[src/rtl/fifo_wr_arbiter.sv]
// Round-robin arbiter sharing one FIFO write port between N_REQ valid/ready
// requesters, granting bounded bursts and never writing into a full FIFO.
module fifo_wr_arbiter #(
  parameter int N_REQ     = 4,
  parameter int DATA_W    = 8,
  parameter int MAX_BURST = 4,
  parameter int ID_W      = $clog2(N_REQ)
) (
  input  logic                      clk,
  input  logic                      rst,
  input  logic [N_REQ-1:0]          req_valid,
  input  logic [N_REQ*DATA_W-1:0]   req_data,
  output logic [N_REQ-1:0]          req_ready,
  input  logic                      fifo_full,
  output logic                      fifo_wr_en,
  output logic [DATA_W-1:0]         fifo_wr_data,
  output logic                      grant_valid,
  output logic [ID_W-1:0]           grant_id
);

  typedef enum logic {
    IDLE  = 1'b0,
    GRANT = 1'b1
  } state_t;

  localparam logic [3:0] MAX_BURST_C = 4'(MAX_BURST);

  state_t          state_r, state_s;
  logic [ID_W-1:0] gnt_r, gnt_s;
  logic [ID_W-1:0] last_r, last_s;
  logic [3:0]      beats_r, beats_s;
  logic [ID_W-1:0] idx_s, sel_s;
  logic            any_s;
  logic            xfer_s;

  // Rotating-priority search: scan from last+N down to last+1 so the nearest valid index wins.
  always_comb begin
    idx_s = '0;
    sel_s = last_r;
    any_s = 1'b0;
    for (int k = N_REQ; k >= 1; k--) begin
      idx_s = ID_W'((int'(last_r) + k) % N_REQ);
      if (req_valid[idx_s]) begin
        sel_s = idx_s;
        any_s = 1'b1;
      end else begin
        any_s = any_s;
      end
    end
  end

  assign xfer_s = (state_r == GRANT) && req_valid[gnt_r] && !fifo_full;

  // Output decode; reset forces everything to the idle values so a beat in the reset cycle is dropped.
  always_comb begin
    req_ready    = '0;
    fifo_wr_en   = 1'b0;
    fifo_wr_data = '0;
    grant_valid  = 1'b0;
    grant_id     = '0;
    if ((state_r == GRANT) && !rst) begin
      req_ready[gnt_r] = !fifo_full;
      fifo_wr_en       = xfer_s;
      fifo_wr_data     = req_data[gnt_r*DATA_W +: DATA_W];
      grant_valid      = 1'b1;
      grant_id         = gnt_r;
    end else begin
      grant_valid = 1'b0;
    end
  end

  // Next-state logic; a stall (valid while full) holds the grant without counting a beat.
  always_comb begin
    state_s = state_r;
    gnt_s   = gnt_r;
    last_s  = last_r;
    beats_s = beats_r;
    case (state_r)
      IDLE: begin
        if (any_s) begin
          state_s = GRANT;
          gnt_s   = sel_s;
          last_s  = sel_s;
          beats_s = 4'd0;
        end else begin
          state_s = IDLE;
        end
      end
      GRANT: begin
        if (!req_valid[gnt_r]) begin
          state_s = IDLE;
        end else if (!fifo_full) begin
          beats_s = beats_r + 4'd1;
          if ((beats_r + 4'd1) == MAX_BURST_C) begin
            state_s = IDLE;
          end else begin
            state_s = GRANT;
          end
        end else begin
          state_s = GRANT;
        end
      end
      default: begin
        state_s = IDLE;
      end
    endcase
  end

  // State registers; last starts at N_REQ-1 so requester 0 has first priority out of reset.
  always_ff @(posedge clk) begin
    if (rst) begin
      state_r <= IDLE;
      gnt_r   <= '0;
      last_r  <= ID_W'(N_REQ - 1);
      beats_r <= 4'd0;
    end else begin
      state_r <= state_s;
      gnt_r   <= gnt_s;
      last_r  <= last_s;
      beats_r <= beats_s;
    end
  end

endmodule

[config.mk]
export PLATFORM = sky130hd
export DESIGN_NAME = fifo_wr_arbiter
export DESIGN_NICKNAME = d
export VERILOG_FILES = /design/src/rtl/fifo_wr_arbiter.sv
export SDC_FILE = /design/constraint.sdc
export NUM_CORES = 1
export LEC_CHECK = 0
export BUFFER_PORTS_ARGS = -buffer_cell sky130_fd_sc_hd__buf_2
export CELL_PAD_IN_SITES_DETAIL_PLACEMENT = 0
export CELL_PAD_IN_SITES_GLOBAL_PLACEMENT = 1
export CORE_AREA = 2 2 59 61
export DETAILED_ROUTE_END_ITERATION = 6
export DIE_AREA = 0 0 61 63
export GPL_ROUTABILITY_DRIVEN = 0
export PLACE_DENSITY = 0.85
export SLEW_MARGIN = 20
export SYNTH_ARGS = -nofsm -noshare
export SYNTH_HDL_FRONTEND = slang
export SYNTH_SLANG_ARGS = --single-unit
[constraint.sdc]
create_clock -name clk -period 1.8 [get_ports clk]
set_input_delay 0.09 -clock clk [delete_from_list [all_inputs] [get_ports clk]]
set_output_delay 0.09 -clock clk [all_outputs]
set_load 0.005 [all_outputs]
# Yosys cells after proc, flatten, opt, wreduce, memory -nomap -nowiden
# Cells that the tools add are included.
# op_classes
n_addsub	5
n_mul	0
div	0
magnitude_cmp	6
n_eq_ne	4
shift	1
mux	34
bitwise_logic	2
n_reduce_logical	8
# ops
cell	n
indexed part select 32 x 6 -> 8 bit	1
2-to-1 mux 1 bit	16
2-to-1 mux 4 bit	4
less-than comparator 2 x 3 -> 1 bit, second input constant	5
binary-select mux 1 bit (select 2 bit)	5
2-to-1 mux 2 bit	5
2-to-1 mux 8 bit	1
case mux 4 bit (2 select lines)	1
adder 2 x 1 -> 2 bit, second input constant	2
adder 2 bit, second input constant	2
adder 4 x 1 -> 4 bit, second input constant	1
AND 4 bit	1
equality test 4 x 3 -> 1 bit, second input constant	1
logical AND 1 bit	4
inequality test 2 bit, second input constant	2
AND reduction 3 bit	1
demux 1 bit (select 2 bit)	1
greater-or-equal comparator 2 x 1 -> 1 bit, second input constant	1
logical NOT 1 bit	2
inequality test 2 x 1 -> 1 bit, second input constant	1
case mux 1 bit (2 select lines)	1
AND reduction 2 bit	1
NOT 1 bit	1
# totals
register_bits	9
latch_bits	0
mem_bits_rw	0
mem_bits_ro	0
inputBits	39
output_inout_bits	16
wordCells	64
n_memories	0

# Longest topological paths before layout
# Gate-level depths: netlist of the first run.
# depth
depth_word	9
depth_mapped	5
depth_no_buf	5

# Worst setup path after synthesis of the first run
# No wires, ideal clock.
# synth_timing
path_kind	flip-flop to output port
startpoint	reg gnt_r[0]
endpoint	out fifo_wr_data[0]
arrival_ps	1328
required_ps	1710
setup_slack_ps	382
path_stages_with_launch	5
n_path_buf	2
path_cell_list	dfxtp_1 > buf_4 > buf_2 > mux4_2 > and2_1
# synth_between
elab_chain_len	2
# synth_rtl
element	line	source
from (decl)	29	logic [ID_W-1:0] gnt_r, gnt_s;
from (signal assigned)	118	gnt_r <= gnt_s;
indexed part select 32 x 6 -> 8 bit	64	fifo_wr_data = req_data[gnt_r*DATA_W +: DATA_W];
2-to-1 mux 8 bit	61	if ((state_r == GRANT) && !rst) begin
to (decl)	16	output logic [DATA_W-1:0] fifo_wr_data,
# Every way passes these cells.

# Worst setup path after layout of the first run
# layout_timing
startpoint	reg gnt_r[0]
endpoint	out fifo_wr_data[2]
# The elaborated chain is that of the path after synthesis.

==> run metrics, run 1 <==
ANT nets after route 0; Worst R2R Path Depth 4; mux cell area share after synthesis 25.8%; Final Cell Area 1220 µm²; max-cap viol count 0; CTS Sinks 9; DRT Pass-1 Iters 3; Place WS 0.295 ns; main combinational cell family by area after synthesis simple AND/OR/NAND/NOR gates; worst hold-check slack 0.0980 ns; Worst Hold Class in2reg; Worst VDD drop 0.170 mV; final setup fails 0; cell count after synthesis 98; root buffer cell clkbuf_4; Netlist Area Pre-Place 883 µm²; Die Y 63 µm; GRT Total Usage 12.1%; PD cells 563 nW/µm²; CTS H-tree lvls 1; final net count 191; Tcrit/Tclk final 95.3%; commonest non-fill, non-tap cells in the layout buf_2, and2_1, mux4_2; largest net degree at the start of global routing 14; hold depth 2; required time of the critical path 1.71 ns; clock slew at the register clock pins of the worst setup and hold paths 0.07 ns; Syn Area/Cell 9.01 µm²; DP HPWL 1950 µm; placed inst area 1190 µm²; minimum clock period 1.72 ns; CP Max Fanout 13; initial antenna violation count 0; share of cells above drive strength 1 48.7%; setup ws final 0.0845 ns; CP Launch Type flop; leakage power figure 0.557 nW; worst reg-to-reg setup slack 0.36 ns; CTS buffer count 3; die area 3840 µm²; Tot Pwr 689 µW; Core ar. 3230 µm²; final core occ 37.9%; simple logic cell fraction of the synthesized area 26.1%; Clock Path Buffers 2; Slew HR 69.9%; row count 21; distinct cell type count of the synthesized netlist 34; Ports 55; Synth Area in Adders 1.42%; Setup TNS 0 ns; Initial Util 27.3%; first-pass GRT wire length 3520 µm; placed cell count 192; WL/cell 11.8 µm; critical path arrival 1.63 ns; compound-gate portion of the synthesized area 19.1%; Multi-input gate area 648 µm²; commonest non-fill, non-tap cell in the layout buf_2; DRC Markers 0; Seq/Total Area, Yosys 20.4%; Worst Tran Pin Value 0.448 ns; Hold Fails Final Rpt 0; RSZ-0062 raised after global routing no; Filler cells 346; Crit. End Element output pin; Area growth, synth to finish 38.5%; WL final 2320 µm; Synth warnings 0; 1st-iter DRT viols 27; Seq cells post-synth 9; Layout Cells excl Fill 196; Post-CTS Hold Fix Bufs 0; clk_lat worst skew 0.29 ns; Fmax 583 MHz; Post-Syn Nets 138; die width 61 µm; Seq. cell area 181 µm²; CTS tree done; via count 976; number of global-route vias before repair 886; WS Path Type reg2out; vias per inst 4.98; grt total ovfl 0; status completed; antenna cell count 0; Max Clock Skew 0.00327 ns; Final Max Slew Viols 0; post-synthesis xor/xnor area fraction 0.992%; Port Buffers 54
## state kept, by name, summed over array words and instances, names as in the netlist
register,count
beats_r,4
last_r,2
gnt_r,2
state_r,1
## synth_stat cells
cell type | count | area share [%]
o2111ai_1 | 2 | 2.0
nor4_1 | 2 | 1.4
a21boi_0 | 1 | 0.85
nor2_1 | 8 | 3.4
o211ai_1 | 4 | 3.4
and3_1 | 1 | 0.71
or3_1 | 2 | 1.4
nor3_1 | 2 | 1.1
nand2b_1 | 6 | 4.2
o41ai_1 | 3 | 3.0
nor2b_1 | 1 | 0.71
clkbuf_1 | 4 | 1.7
a2bb2oi_2 | 1 | 1.7
mux2_4 | 1 | 1.7
nand2_1 | 7 | 3.0
nand3_1 | 1 | 0.57
xor2_1 | 1 | 0.99
or2_2 | 1 | 0.71
a211oi_1 | 2 | 1.7
a221o_1 | 1 | 1.1
a21oi_1 | 4 | 2.3
buf_4 | 1 | 0.85
o21a_1 | 2 | 1.7
mux2i_1 | 1 | 1.1
inv_1 | 3 | 1.3
mux4_2 | 9 | 23
and2_1 | 10 | 7.1
buf_2 | 2 | 1.1
o21ai_0 | 1 | 0.57
a21boi_1 | 1 | 0.85
ha_1 | 1 | 1.4
buf_6 | 1 | 1.3
or2b_1 | 2 | 1.7
dfxtp_1 | 9 | 20
## layout make-up
cell class	instances	share of cell area (%)
well taps	46	4.70
inverters	3	0.920
flip-flops and latches	9	14.8
repair buffers	56	24.3
clock inverters	1	0.409
clock buffers	3	1.84
multi-input cells	78	53.0
## path summary, 6_finish.rpt
check | startpoint | end
worst max register to register | gnt_r[1] | beats_r[2]
worst max-delay path | gnt_r[0] | fifo_wr_data[2]
worst min register to register | beats_r[2] | beats_r[2]
worst min-delay path | rst | state_r
## worst max-delay path, cell delays in order (launching register included)
cell	delay, ns
dfxtp_2	0.40
buf_12	0.16
mux4_2	0.50
and2_1	0.16
buf_2	0.12
## logic make-up after synthesis
family,count (synthesis)
AOI/OAI and AO/OA,22
xor gates and xnor gates,1
adders and majority gates,1
buffers and inverters,11
DFF,9
muxes,11
and+or+nand+nor,43
## power by group
group	switching, mW	internal (mW)
Sequential	0.0271	0.216
Clock	0.0900	0.0828
Combinational	0.112	0.160
Total	0.229	0.459
## metal layers
metal / wire length [µm] / share of wire [%] / up-vias / global-route usage (%)
li1: - / - / 469 / -
met1: 805 / 35 / 452 / 10.7
met2: 1200 / 51 / 50 / 23.1
met3: 258 / 11 / 5 / 2.48
met4: 64 / 2.8 / 0 / 7.34
met5: 0 / 0 / - / 0
## timing repair
action	in CTS	in global routing
buffers inserted	0	0
setup endpoints to repair	3	0
gates resized for setup	1	0
Power figures use the tool's default switching activity.
==> inputs of run 2 (changes only) <==
--- a/config.mk
+++ b/config.mk
@@ -9,9 +9,11 @@
 export CELL_PAD_IN_SITES_DETAIL_PLACEMENT = 0
 export CELL_PAD_IN_SITES_GLOBAL_PLACEMENT = 1
 export CORE_AREA = 2 2 59 61
+export CTS_CLUSTER_SIZE = 10
 export DETAILED_ROUTE_END_ITERATION = 6
 export DIE_AREA = 0 0 61 63
 export GPL_ROUTABILITY_DRIVEN = 0
+export HOLD_SLACK_MARGIN = 0.12
 export PLACE_DENSITY = 0.85
 export SLEW_MARGIN = 20
 export SYNTH_ARGS = -nofsm -noshare
==> run metrics, run 2 (synthesis gave the netlist of run 1 again) <==
status completed; share of cells above drive strength 1 48.3%; PD cells 559 nW/µm²; Worst R2R Path Depth 4; Worst VDD drop 0.170 mV; Final Max Slew Viols 0; Area growth, synth to finish 39.7%; CTS tree done; ANT nets after route 0; Hold Fails Final Rpt 0; Worst Hold Class in2reg; CP Launch Type flop; Core ar. 3230 µm²; final setup fails 0; Die Y 63 µm; first-pass GRT wire length 3520 µm; share of power burned in combinational logic 39.7%; grt total ovfl 0; required time of the critical path 1.71 ns; final net count 192; number of global-route vias before repair 888; initial antenna violation count 0; largest net degree at the start of global routing 14; minimum clock period 1.72 ns; Seq. cell area 181 µm²; WL final 2320 µm; root buffer cell clkbuf_4; CP Max Fanout 13; commonest non-fill, non-tap cells in the layout buf_2, and2_1, mux4_2; row count 21; Largest regs beats_r (4), gnt_r (2), last_r (2); Port Buffers 54; Fmax 583 MHz; Clock Path Buffers 2; DRC Markers 0; Largest register FFs 4; Max Clock Skew 0.00327 ns; switching share of power 33.2%; antenna cell count 0; Top reg by flops beats_r; Multi-input gate area 648 µm²; max-cap viol count 0; Setup TNS 0 ns; Worst path slowest cell mux4_2; Slew HR 69.9%; CTS Sinks 9; Ports 55; DRT Pass-1 Iters 3; Crit. End Element output pin; Clk network pwr share 25.0%; max incr delay on CP 0.50 ns; via count 980; DP HPWL 1950 µm; clock slew at the register clock pins of the worst setup and hold paths 0.07 ns; worst reg-to-reg setup slack 0.36 ns; 1st-iter DRT viols 22; CTS buffer count 3; Int Power 461 µW; WS Path Type reg2out; RSZ-0062 raised after global routing no; die area 3840 µm²; sequential share of power 35.3%; hold depth 2; Worst Tran Pin Value 0.448 ns; CTS H-tree lvls 1; critical path arrival 1.63 ns; clk_lat worst skew 0.29 ns; Sw Pwr 229 µW; Tcrit/Tclk final 95.3%; Initial Util 27.3%; die width 61 µm; WL/cell 11.8 µm; Filler cells 345; vias per inst 4.97; GRT Total Usage 12.1%; final core occ 38.2%; worst-path cell chain buf_12 -> mux4_2 -> and2_1 -> buf_2; commonest non-fill, non-tap cell in the layout buf_2; leakage power figure 0.562 nW
==> run 2: power groups by stage <==
stage	clock network (mW)	registers (mW)	logic (mW)
finish	0.173	0.243	0.274
global route	0.185	0.248	0.306
CTS	0.175	0.244	0.278
detailed placement	0	0.248	0.276
global placement	0	0.245	0.267
floorplan	0	0.231	0.201
==> run 2: worst max-delay path, delay by kind of cell (launching register included) <==
family	cells	cell delay [ns]
buf+inv	2	0.28
mux	1	0.50
simple gates	1	0.16
flops	1	0.40
==> run 2: layer usage <==
layer / global-route usage [%] / wire length, µm / up-vias
met2: 23.1 / 1190 / 50
met5: 0 / 0 / -
met3: 2.48 / 258 / 5
met1: 10.7 / 808 / 454
met4: 7.34 / 64 / 0
li1: - / - / 471
==> run 2: final timing paths <==
path,from,end
max,gnt_r[0],fifo_wr_data[2]
min reg2reg,beats_r[2],beats_r[2]
max reg2reg,gnt_r[1],beats_r[2]
min,fifo_full,beats_r[0]
==> run 2: cell type report <==
class,count,share of cell area [%]
multi-input cells,78,52.5
clock inverters,1,0.406
well taps,46,4.67
inverters,3,0.913
clock buffers,3,1.83
flip-flops and latches,9,14.7
repair buffers,57,24.9
==> run 2: timing repair <==
item                                    in CTS  in global routing
endpoints found under the setup margin       3                  0
buffers inserted                             0                  0
hold buffers                                 1                  0
resized for setup                            1                  0
endpoints found under the hold margin        3                  0
==> run 2: stage by stage <==
step	worst slack, ns	total power, mW	std cells	hold slack, ns	instance area, µm²
after floorplan	0.382	0.431	98	0.347	883
after global placement	0.351	0.513	192	0.390	1190
after detailed placement	0.295	0.523	192	0.403	1190
after CTS	0.0772	0.697	197	0.133	1230
after global routing	0.0227	0.739	197	0.156	1230
final	0.0845	0.690	197	0.133	1230
